`src/rtl/video_timing_pkg.sv`:
```
// Shared types and limits for the video timing generator.
package video_timing_pkg;

  localparam int unsigned MAX_PIPE_LAT = 8;

  typedef enum logic {
    IDLE = 1'b0,
    RUN  = 1'b1
  } state_t;

endpackage

```
`src/rtl/pipe_delay.sv`:
```
// Fixed-depth delay line with a synchronous reset value; depth 0 is a plain wire.
module pipe_delay #(
  parameter int unsigned       WIDTH   = 1,
  parameter int unsigned       DEPTH   = 1,
  parameter logic [WIDTH-1:0]  RST_VAL = '0
) (
  input  logic             i_clk,
  input  logic             i_rst_n,
  input  logic [WIDTH-1:0] i_d,
  output logic [WIDTH-1:0] o_q
);

  if (DEPTH == 0) begin : g_wire
    logic w_unused;
    assign w_unused = i_clk ^ i_rst_n;
    assign o_q      = i_d;
  end else begin : g_pipe
    logic [WIDTH-1:0] r_stage [DEPTH];

    // Shift register; reset loads every stage so no stale pulses emerge afterwards.
    always_ff @(posedge i_clk) begin
      if (!i_rst_n) begin
        for (int i = 0; i < int'(DEPTH); i++) r_stage[i] <= RST_VAL;
      end else begin
        r_stage[0] <= i_d;
        for (int i = 1; i < int'(DEPTH); i++) r_stage[i] <= r_stage[i-1];
      end
    end

    assign o_q = r_stage[DEPTH-1];
  end

endmodule

```
`src/rtl/video_timing_gen.sv`:
```
// Raster timing generator: early-timed pixel request plus delay-aligned syncs/enables.
module video_timing_gen
  import video_timing_pkg::*;
#(
  parameter int unsigned HACTIVE   = 640,
  parameter int unsigned HFPORCH   = 16,
  parameter int unsigned HSYNC     = 96,
  parameter int unsigned HBPORCH   = 48,
  parameter logic        HSYNC_POL = 1'b0,
  parameter int unsigned VACTIVE   = 480,
  parameter int unsigned VFPORCH   = 10,
  parameter int unsigned VSYNC     = 2,
  parameter int unsigned VBPORCH   = 33,
  parameter logic        VSYNC_POL = 1'b0,
  parameter int unsigned CNT_W     = 12,
  parameter int unsigned PIPE_LAT  = 2
) (
  input  logic             pix_clk,
  input  logic             reset_n,
  input  logic             enable,
  output logic             pix_req,
  output logic [CNT_W-1:0] req_row,
  output logic [CNT_W-1:0] req_col,
  output logic             hsync,
  output logic             vsync,
  output logic             disp_en,
  output logic             line_start,
  output logic             frame_start,
  output logic             running
);

  localparam int unsigned HTOTAL  = HACTIVE + HFPORCH + HSYNC + HBPORCH;
  localparam int unsigned VTOTAL  = VACTIVE + VFPORCH + VSYNC + VBPORCH;
  localparam int unsigned HS_BEG  = HACTIVE + HFPORCH;
  localparam int unsigned HS_END  = HS_BEG + HSYNC;
  localparam int unsigned VS_BEG  = VACTIVE + VFPORCH;
  localparam int unsigned VS_END  = VS_BEG + VSYNC;
  localparam int unsigned EARLY_W = 5;
  localparam logic [EARLY_W-1:0] EARLY_IDLE = {~HSYNC_POL, ~VSYNC_POL, 3'b000};

  // Reject configurations the counters or the delay line cannot represent.
  if (HTOTAL > (1 << CNT_W)) begin : g_bad_htotal
    $error("video_timing_gen: horizontal total exceeds counter range");
  end
  if (VTOTAL > (1 << CNT_W)) begin : g_bad_vtotal
    $error("video_timing_gen: vertical total exceeds counter range");
  end
  if (PIPE_LAT > MAX_PIPE_LAT) begin : g_bad_lat
    $error("video_timing_gen: PIPE_LAT out of range");
  end

  state_t             r_state;
  state_t             w_state_nxt;
  logic [CNT_W-1:0]   r_col;
  logic [CNT_W-1:0]   r_row;
  logic [CNT_W-1:0]   w_col_nxt;
  logic [CNT_W-1:0]   w_row_nxt;
  logic               w_last_col;
  logic               w_last_row;
  logic               w_run;
  logic               w_hs_act;
  logic               w_vs_act;
  logic               w_de;
  logic [EARLY_W-1:0] w_early;
  logic [EARLY_W-1:0] w_late;

  assign w_last_col = (r_col == CNT_W'(HTOTAL - 1));
  assign w_last_row = (r_row == CNT_W'(VTOTAL - 1));

  // State and raster counters.
  always_ff @(posedge pix_clk) begin
    if (!reset_n) begin
      r_state <= IDLE;
      r_col   <= '0;
      r_row   <= '0;
    end else begin
      r_state <= w_state_nxt;
      r_col   <= w_col_nxt;
      r_row   <= w_row_nxt;
    end
  end

  // Next state: start on enable, stop only at the last pixel of a frame.
  always_comb begin
    w_state_nxt = r_state;
    w_col_nxt   = r_col;
    w_row_nxt   = r_row;
    case (r_state)
      IDLE: begin
        w_col_nxt = '0;
        w_row_nxt = '0;
        if (enable) w_state_nxt = RUN;
      end
      RUN: begin
        if (w_last_col) begin
          w_col_nxt = '0;
          if (w_last_row) begin
            w_row_nxt = '0;
            if (!enable) w_state_nxt = IDLE;
          end else begin
            w_row_nxt = r_row + CNT_W'(1);
          end
        end else begin
          w_col_nxt = r_col + CNT_W'(1);
        end
      end
    endcase
  end

  // Early-timed decode of the current raster position.
  assign w_run    = (r_state == RUN);
  assign w_de     = w_run && (r_row < CNT_W'(VACTIVE)) && (r_col < CNT_W'(HACTIVE));
  assign w_hs_act = w_run && (r_col >= CNT_W'(HS_BEG)) && (r_col < CNT_W'(HS_END));
  assign w_vs_act = w_run && (r_row >= CNT_W'(VS_BEG)) && (r_row < CNT_W'(VS_END));
  assign w_early  = {w_hs_act ? HSYNC_POL : ~HSYNC_POL,
                     w_vs_act ? VSYNC_POL : ~VSYNC_POL,
                     w_de,
                     w_run && (r_col == '0),
                     w_run && (r_col == '0) && (r_row == '0)};

  pipe_delay #(
    .WIDTH   (EARLY_W),
    .DEPTH   (PIPE_LAT),
    .RST_VAL (EARLY_IDLE)
  ) u_pipe (
    .i_clk   (pix_clk),
    .i_rst_n (reset_n),
    .i_d     (w_early),
    .o_q     (w_late)
  );

  assign pix_req     = w_de;
  assign req_row     = r_row;
  assign req_col     = r_col;
  assign running     = w_run;
  assign hsync       = w_late[4];
  assign vsync       = w_late[3];
  assign disp_en     = w_late[2];
  assign line_start  = w_late[1];
  assign frame_start = w_late[0];

endmodule
```
`config.mk`:
```
export PLATFORM = sky130hd
export DESIGN_NAME = video_timing_gen
export DESIGN_NICKNAME = d
export VERILOG_FILES = /design/src/rtl/video_timing_pkg.sv /design/src/rtl/pipe_delay.sv /design/src/rtl/video_timing_gen.sv
export SDC_FILE = /design/constraint.sdc
export NUM_CORES = 1
export LEC_CHECK = 0
export ABC_AREA = 0
export CORE_AREA = 2 2 61 63
export CTS_BUF_LIST = sky130_fd_sc_hd__clkbuf_16
export CTS_CLUSTER_DIAMETER = 80
export DETAILED_ROUTE_END_ITERATION = 10
export DIE_AREA = 0 0 63 65
export MAX_ROUTING_LAYER = met4
export PLACE_DENSITY = 0.75
export SYNTH_ARGS = -nofsm -noshare
export SYNTH_HDL_FRONTEND = slang
export SYNTH_HIERARCHICAL = 1
export SYNTH_SLANG_ARGS = --single-unit
export TNS_END_PERCENT = 30
```
`constraint.sdc`:
```
create_clock -name pix_clk -period 2.4 [get_ports pix_clk]
set_input_delay 0.48 -clock pix_clk [delete_from_list [all_inputs] [get_ports pix_clk]]
set_output_delay 0.48 -clock pix_clk [all_outputs]
set_load 0.05 [all_outputs]
```
==> After elaboration in Yosys (flattened, before gate mapping) <==
Memory sizes are Yosys's and may differ from the RTL's.
Index checks and enable logic that the tools add are counted.
{ "totals": {"register_bits": 25, "ram_bits": 10, "in_bits": 3, "out_inout_bits": 31, "elab_cells": 43, "n_memories": 1} }
{ "op_classes": {"addsub": 2, "magnitude_cmp": 6, "n_eq_ne": 3, "muxes": 15, "n_bitwise": 3, "n_reduce_logical": 10} }
{ "memory_table": {"columns": ["memory", "words", "word_bits", "rd", "rd_ports_with_merged_regs", "write_ports", "line", "text"], "rows": [
  ["u_pipe.g_pipe.r_stage", 2, 5, 2, 0, 2, "pipe_delay.sv:18", "logic [WIDTH-1:0] r_stage [DEPTH];"]
]} }
{ "ops": {"columns": ["operator", "n"], "rows": [
  ["$pmux W12 S2", 2],
  ["$mux W12", 3],
  ["$add A12 B1 Y12 const B", 2],
  ["$eq A12 B10 Y1 const B", 2],
  ["$logic_not A12 Y1", 2],
  ["$lt A12 B10 Y1 const B", 2],
  ["$lt A12 B9 Y1 const B", 2],
  ["$ge A12 B10 Y1 const B", 1],
  ["$ge A12 B9 Y1 const B", 1],
  ["$mux W5", 2],
  ["$logic_and A1 B1 Y1", 8],
  ["$mux W1", 7],
  ["$ne A2 B1 Y1 const B", 1],
  ["$or A1 B1 Y1", 2],
  ["$pmux W1 S2", 1],
  ["$not A1 Y1", 1]
]} }

==> Depth between registers and ports, before layout <==
Gate-level depths: netlist (run 1).
{ "logic_depth": {"depth_word": 5, "depth_mapped": 7, "ltp_nobuf": 6} }

==> By module <==
The synthesis (run 1) kept the hierarchy.
{ "by_module_without_submodules": {"columns": ["mod", "instances", "cells_per_inst", "area_per_inst_um2", "seq_area_each_um2"], "rows": [
  ["video_timing_gen", 1, 169, 1368.8, 500.5],
  ["pipe_delay", 1, 25, 300.3, 200.2]
]} }

==> Worst setup path before layout (run 1) <==
Ideal clock, no wire load.
{ "synth_path": {"kind": "register to output", "from": "register r_col[10], in the netlist req_col[10]", "to": "output port pix_req", "arrival_time_ns": 2.239, "t_required_ns": 1.920, "slack_ns": -0.319, "stages_incl_launch_ff": 5, "path_buffers": 1, "cell_sequence": "dfxtp_1 or2_1 clkbuf_1 nor3_1 nor3_1"} }
{ "synth_between": {"elab_chain_len": 2} }
{ "synth_lines": {"columns": ["element", "line", "text"], "rows": [
  ["from (decl)", "video_timing_gen.sv:54", "logic [CNT_W-1:0] r_col;"],
  ["from (signal assigned)", "video_timing_gen.sv:78", "r_col <= w_col_nxt;"],
  ["$lt A12 B10 Y1", "video_timing_gen.sv:112", "assign w_de = w_run && (r_row < CNT_W'(VACTIVE)) && (r_col < CNT_W'(HACTIVE));"],
  ["$logic_and A1 B1 Y1", "video_timing_gen.sv:112", null],
  ["to (decl)", "video_timing_gen.sv:21", "output logic pix_req,"]
]} }
Every way passes these cells.

==> Worst setup path after layout (run 1) <==
{ "layout_path": {"from": "register r_state, in the netlist running", "to": "output port running"} }
{ "layout_rtl": {"columns": ["element", "line", "text"], "rows": [
  ["from (decl)", "video_timing_gen.sv:52", "state_t r_state;"],
  ["from (signal assigned)", "video_timing_gen.sv:77", "r_state <= w_state_nxt;"],
  ["to (decl)", "video_timing_gen.sv:29", "output logic running"]
]} }
No word-level cell between the ends.

==> results of run 1 <==
[placed cells by master (no fill, tap or decap), types with 3 or more instances in the layout]
cell type and count:
or3_1 5, o21ai_0 6, nand2_1 10, a31oi_1 4, or4_1 3, nor2_1 17, clkdlybuf4s50_1 32, nand3_1 16
inv_1 11, ha_1 4, nor3_1 4, and3_1 4, and2_1 6, nor4_1 5, nand4_1 7, buf_4 4
xnor2_1 8, a21oi_1 8, clkbuf_16 5, dfxtp_1 35, nand2b_1 5
[layer usage]
layer  wire [um]  vias to the layer above  share of wire (%)  GRT usage (%)
li1            -                      745                  -              -
met1        1620                      664                 46           25.2
met2        1600                       45                 46           28.2
met3         194                        7                5.6           4.86
met4          71                        0                2.0           7.50
met5           0                        -                  0              -
[synthesized netlist by cell type (all sizes together) (2+ instances only)]
cell / count / area, um^2
a21oi: 9 / 48.8
a31oi: 4 / 25.0
and2: 6 / 37.5
and3: 4 / 25.0
buf: 7 / 56.3
clkbuf: 5 / 18.8
dfxtp: 35 / 701
ha: 4 / 50.1
inv: 10 / 37.5
nand2: 10 / 37.5
nand2b: 5 / 31.3
nand3: 17 / 90.1
nand4: 7 / 43.8
nor2: 17 / 63.8
nor3: 5 / 25.0
nor4: 6 / 43.8
nor4b: 2 / 17.5
o21a: 2 / 15.0
o21ai: 6 / 30.0
o21bai: 2 / 18.8
o31ai: 2 / 15.0
or3: 8 / 61.3
or4: 3 / 22.5
xnor2: 8 / 70.1
xor2: 2 / 17.5
[sequential cells by signal, summed over array words and instances (netlist names)]
register	count
req_row	12
running	1
u_pipe/g_pipe.r_stage	10
req_col	12
[worst reg2reg max path, stage by stage (launching register included)]
cell	delay, ps
dfxtp_1	370
or3_4	430
o41a_1	540
or4_1	520
a21oi_1	140
[layout make-up]
cell class              count  area share [%]
repair buffers             36            16.3
multi-input cells         137            40.1
clock buffers               5            5.83
flip-flops and latches     35            32.7
clock inverters             3           0.525
inverters                  10            1.75
well taps                  48            2.80
[cells by family after synthesis]
kind of cell / count (synthesis) / share of synthesized area [%]
AO/OA/AOI/OAI: 28 / 10.8
XOR/XNOR: 10 / 5.25
adder cells (fa/ha/maj): 4 / 3.00
buffers and inverters: 22 / 6.75
flip-flops: 35 / 42.0
AND/OR/NAND/NOR: 95 / 32.2
[report_power, final]
part           internal [mW]  switching [mW]  total, mW
clock                  0.372           0.220      0.592
sequential             0.589         0.00604      0.595
combinational         0.0217          0.0409     0.0626
[final timing paths]
check | slack [ps] | endpoint | start | cells after the start
worst max-delay path | 250 | running | running$_SDFF_PN0_ | 1
worst min-delay path | 410 | u_pipe/g_pipe.r_stage[0][8]$_SDFF_PN1_ | u_pipe/g_pipe.r_stage[0][3]$_SDFF_PN1_ | 1
worst max register to register | 340 | req_row[11]$_SDFFE_PN0P_ | req_col[5]$_SDFF_PP0_ | 4
worst min register to register | 410 | u_pipe/g_pipe.r_stage[0][8]$_SDFF_PN1_ | u_pipe/g_pipe.r_stage[0][3]$_SDFF_PN1_ | 1
[through the flow]
| stage | power [mW] | hold WS [ps] | worst slack, ps | utilization [%] | instances |
|---|---|---|---|---|---|
| 3_5_place_dp | 0.670 | 398 | 339 | 57.5 | 266 |
| 3_3_place_gp | 0.669 | 391 | 383 | 57.5 | 266 |
| 2_1_floorplan | 0.652 | 386 | 104 | - | 194 |
| 6_report | 1.25 | 408 | 252 | 61.4 | 274 |
| 4_1_cts | 1.26 | 415 | 255 | 61.4 | 274 |
| 5_1_grt | 1.29 | 417 | 201 | 61.4 | 274 |
==> flow_summary.json, run 1 <==
{
  "finalSetupViolCount": 0,
  "worst-setup-path-type": "reg -> out",
  "syn_area_per_cell_um2": 8.60,
  "cts_htree_levels": 2,
  "clkLatencyLatePin_ps": 280,
  "yosysSeqAreaShare_pct": 42.0,
  "cts_max_path_buffers": 2,
  "grtUsageTotal_pct": 19.1,
  "worstPathRequired_ps": 1920,
  "multi_input_area_um2": 861,
  "async_flop_share_pct": 0,
  "regArea_um2": 701,
  "slowest_delay_ps": 870,
  "clock_sinks": 35,
  "slowest_stage": "clkdlybuf4s50_1",
  "cp-start-kind": "register",
  "die_h_um": 65,
  "relSlewSlack_pct": 65.1,
  "ys_ff_latch": 35,
  "crit_path_end_kind": "output port",
  "post_dp_cell_area_um2": 2010,
  "setup_tns_ps": 0,
  "nFillCells": 332,
  "via_count": 1461,
  "area_growth_pct": 28.6,
  "cts_setup_buffers": 0,
  "tightestPinTransition_ps": 522,
  "grt_max_degree": 17,
  "die_w_um": 63,
  "via_per_inst": 5.33,
  "fmax_mhz": 466,
  "worst_ir_drop_vdd_uv": 444,
  "diodes": 0,
  "finalCriticalPeriod_ps": 2150,
  "worstPathCellList": "clkdlybuf4s50_1",
  "power_leakage_nw": 0.713,
  "die_area_um2": 4100,
  "drv_slew": 0,
  "rsz0062_at_grt": "no",
  "grt_pass1_wl_mm": 6.03,
  "cts_made_buffers": 5,
  "powerDensity_nw_per_um2": 582,
  "start_util_pct": 47.7,
  "core_um2": 3500,
  "hold_viol": 0,
  "crit_arrival_ps": 1670,
  "fin_worst_skew_ps": 7.37,
  "std_cell_rows": 22,
  "drc": 0,
  "place.gp.congestion": 0.851,
  "maxCapViolations": 0,
  "syn_area_um2": 1670,
  "ctsHoldBuffers": 0,
  "antenna_found_initial": 0,
  "crit_family": "buffers and inverters",
  "timing.critical_path.buf_inv": 1,
  "synth-main-ff-cell": "dfxtp_1",
  "yosysWarnings": 6,
  "final_area_um2": 2150,
  "crit_fanout": 9,
  "clk_pin_slew_worst_paths_ps": 50,
  "ant_nets": 0,
  "hpwlAfterDp_mm": 2.50,
  "dr.pass1.iters": 4,
  "hp-class": "reg -> reg",
  "cts_resized": 0,
  "io_buffers": 33,
  "drt_iter0_markers": 96,
  "ys_types": 40,
  "wire_per_inst_um": 12.7,
  "synth-edff-count": 0,
  "nets": 232,
  "fin_crit_sh_pct": 89.5,
  "netlist_instances": 194,
  "synth_fp_nets": 201,
  "io_pins": 34,
  "status": "finished, final reports clean",
  "first_global_vias": 1293,
  "grt-ovfl-total": 0,
  "cts_tree": "yes",
  "drive_gt1_share_pct": 7.52,
  "postRouteWirelength_mm": 3.49,
  "cts-root-buf": "clkbuf_16"
}
(Power assumes the default switching activity.)
==> run 2, diff against run 1 <==
--- a/config.mk
+++ b/config.mk
@@ -5,7 +5,6 @@
 export SDC_FILE = /design/constraint.sdc
 export NUM_CORES = 1
 export LEC_CHECK = 0
-export ABC_AREA = 0
 export CORE_AREA = 2 2 61 63
 export CTS_BUF_LIST = sky130_fd_sc_hd__clkbuf_16
 export CTS_CLUSTER_DIAMETER = 80
==> results of run 2 <==
Same layout as run 1: the final DEF is identical, and so are final timing and power.
==> run 3, diff against run 2 <==
--- a/config.mk
+++ b/config.mk
@@ -5,13 +5,13 @@
 export SDC_FILE = /design/constraint.sdc
 export NUM_CORES = 1
 export LEC_CHECK = 0
-export CORE_AREA = 2 2 61 63
+export CORE_AREA = 2 2 59 66
 export CTS_BUF_LIST = sky130_fd_sc_hd__clkbuf_16
 export CTS_CLUSTER_DIAMETER = 80
 export DETAILED_ROUTE_END_ITERATION = 10
-export DIE_AREA = 0 0 63 65
+export DIE_AREA = 0 0 61 68
 export MAX_ROUTING_LAYER = met4
-export PLACE_DENSITY = 0.75
+export PLACE_DENSITY = 0.74
 export SYNTH_ARGS = -nofsm -noshare
 export SYNTH_HDL_FRONTEND = slang
 export SYNTH_HIERARCHICAL = 1
==> run 3 against run 2 <==
Net effect:
- clock skew decreased by 3.9 ps
- final area increased by 1.6%
- combinational power about the same
- sequential share of layout area decreased by 0.52 points
- count of clock-buffer cells in the layout unchanged
- sequential cell count unchanged
- worst hold slack improved by 3.4 ps
- clock power increased by 23%
- die area increased by 1.3%
==> flow_summary.json, run 3 (synthesis results as in run 1) <==
{
  "switching_share_pct": 20.8,
  "core_um2": 3540,
  "antenna_found_initial": 0,
  "maxCapViolations": 0,
  "drt_iter0_markers": 58,
  "power_mw": 1.39,
  "io_pins": 34,
  "min_to": "u_pipe/g_pipe.r_stage[0][8]$_SDFF_PN1_",
  "slowest_stage": "clkdlybuf4s50_1",
  "finalCriticalPeriod_ps": 2150,
  "powerDensity_nw_per_um2": 636,
  "dr.pass1.iters": 4,
  "reg2reg_from": "req_col[5]$_SDFF_PP0_",
  "die_area_um2": 4150,
  "holdWs_ps": 412,
  "hold_viol": 0,
  "pwr-share-comb_pct": 4.5,
  "clkLatencyLatePin_ps": 280,
  "ant_nets": 0,
  "r2r_cells": 4,
  "slowest_delay_ps": 870,
  "area_growth_pct": 30.7,
  "cts_resized": 0,
  "cp-start-kind": "register",
  "grt-ovfl-total": 0,
  "relSlewSlack_pct": 66.5,
  "grt_pass1_wl_mm": 6.12,
  "fin_worst_skew_ps": 3.48,
  "clock_sinks": 35,
  "hp-class": "reg -> reg",
  "grt_max_degree": 17,
  "power_leakage_nw": 0.727,
  "worstPathCellList": "clkdlybuf4s50_1",
  "crit_arrival_ps": 1670,
  "worst_ir_drop_vdd_uv": 430,
  "crit_path_end_kind": "output port",
  "die_w_um": 61,
  "diodes": 0,
  "drc": 0,
  "postRouteWirelength_mm": 3.68,
  "io_buffers": 33,
  "final_common_cell": "dfxtp_1",
  "grtUsageTotal_pct": 20.4,
  "drive_gt1_share_pct": 8.85,
  "cts_max_path_buffers": 2,
  "cts-root-buf": "clkbuf_16",
  "via_count": 1513,
  "p_sw_mw": 0.288,
  "crit_fanout": 9,
  "drv_slew": 0,
  "cts_made_buffers": 5,
  "p_int_mw": 1.10,
  "start_util_pct": 47.2,
  "via_per_inst": 5.48,
  "final_cell_mix": "dfxtp_1, clkdlybuf4s50_1, nor2_1",
  "r2r_end": "req_row[11]$_SDFFE_PN0P_",
  "cts_htree_levels": 2,
  "rsz0062_at_grt": "no",
  "holdPathStages": 1,
  "pwr-share-clk_pct": 52.6,
  "fin_crit_sh_pct": 89.7,
  "worstPathRequired_ps": 1920,
  "ctsHoldBuffers": 0,
  "std_cell_rows": 23,
  "worst-setup-path-type": "reg -> out",
  "final_area_um2": 2180,
  "nFillCells": 340,
  "timing.critical_path.buf_inv": 1,
  "tightestPinTransition_ps": 501,
  "cts_setup_buffers": 0,
  "nets": 232,
  "first_global_vias": 1335,
  "finalSetupViolCount": 0,
  "wire_per_inst_um": 13.3,
  "cts_tree": "yes",
  "fmax_mhz": 465,
  "status": "finished, final reports clean",
  "post_dp_cell_area_um2": 2010,
  "regToRegSetupSlack_ps": 320,
  "worstHoldStart": "u_pipe/g_pipe.r_stage[0][3]$_SDFF_PN1_",
  "setup_tns_ps": 0,
  "crit_path_start": "running$_SDFF_PN0_",
  "pwr-share-seq_pct": 42.9,
  "place.gp.congestion": 0.853,
  "clk_pin_slew_worst_paths_ps": 60,
  "hpwlAfterDp_mm": 2.50,
  "crit_family": "buffers and inverters",
  "die_h_um": 68
}
[run 3: worst max path at each step]
stage | end | cells past startpoint
6_report | running | 1
3_3_place_gp | req_row[11]$_SDFFE_PN0P_ | 4
2_1_floorplan | pix_req | 4
5_1_grt | running | 1
4_1_cts | running | 1
3_5_place_dp | req_row[11]$_SDFFE_PN0P_ | 4
[run 3: final cells by class]
cell class | instances | area, um^2 | share of cell area [%]
clock buffers | 5 | 125 | 5.74
clock inverters | 3 | 43.8 | 2.01
inverters | 10 | 37.5 | 1.72
multi-input cells | 137 | 861 | 39.5
flip-flops and latches | 35 | 701 | 32.1
well taps | 50 | 62.6 | 2.87
repair buffers | 36 | 350 | 16.1
[run 3: power groups by stage]
stage	combinational, mW	sequential [mW]	clock [mW]
floorplan	0.0395	0.612	0
CTS	0.0630	0.595	0.740
detailed placement	0.0629	0.607	0
finish	0.0625	0.594	0.730
global route	0.0687	0.595	0.756
global placement	0.0624	0.606	0
[run 3: per-layer routing]
layer  track usage (%)  part of all wire (%)
met1              24.9                    45
met2              31.5                    48
met3              5.67                   5.1
met4              8.97                   2.0
met5                 -                     0
[run 3: metrics by stage]
| step | instances | worst slack, ps | util, % |
|---|---|---|---|
| 6_report | 276 | 247 | 61.6 |
| 2_1_floorplan | 194 | 104 | - |
| 4_1_cts | 276 | 242 | 61.6 |
| 3_5_place_dp | 268 | 357 | 56.8 |
| 5_1_grt | 276 | 186 | 61.6 |
| 3_3_place_gp | 268 | 378 | 56.8 |
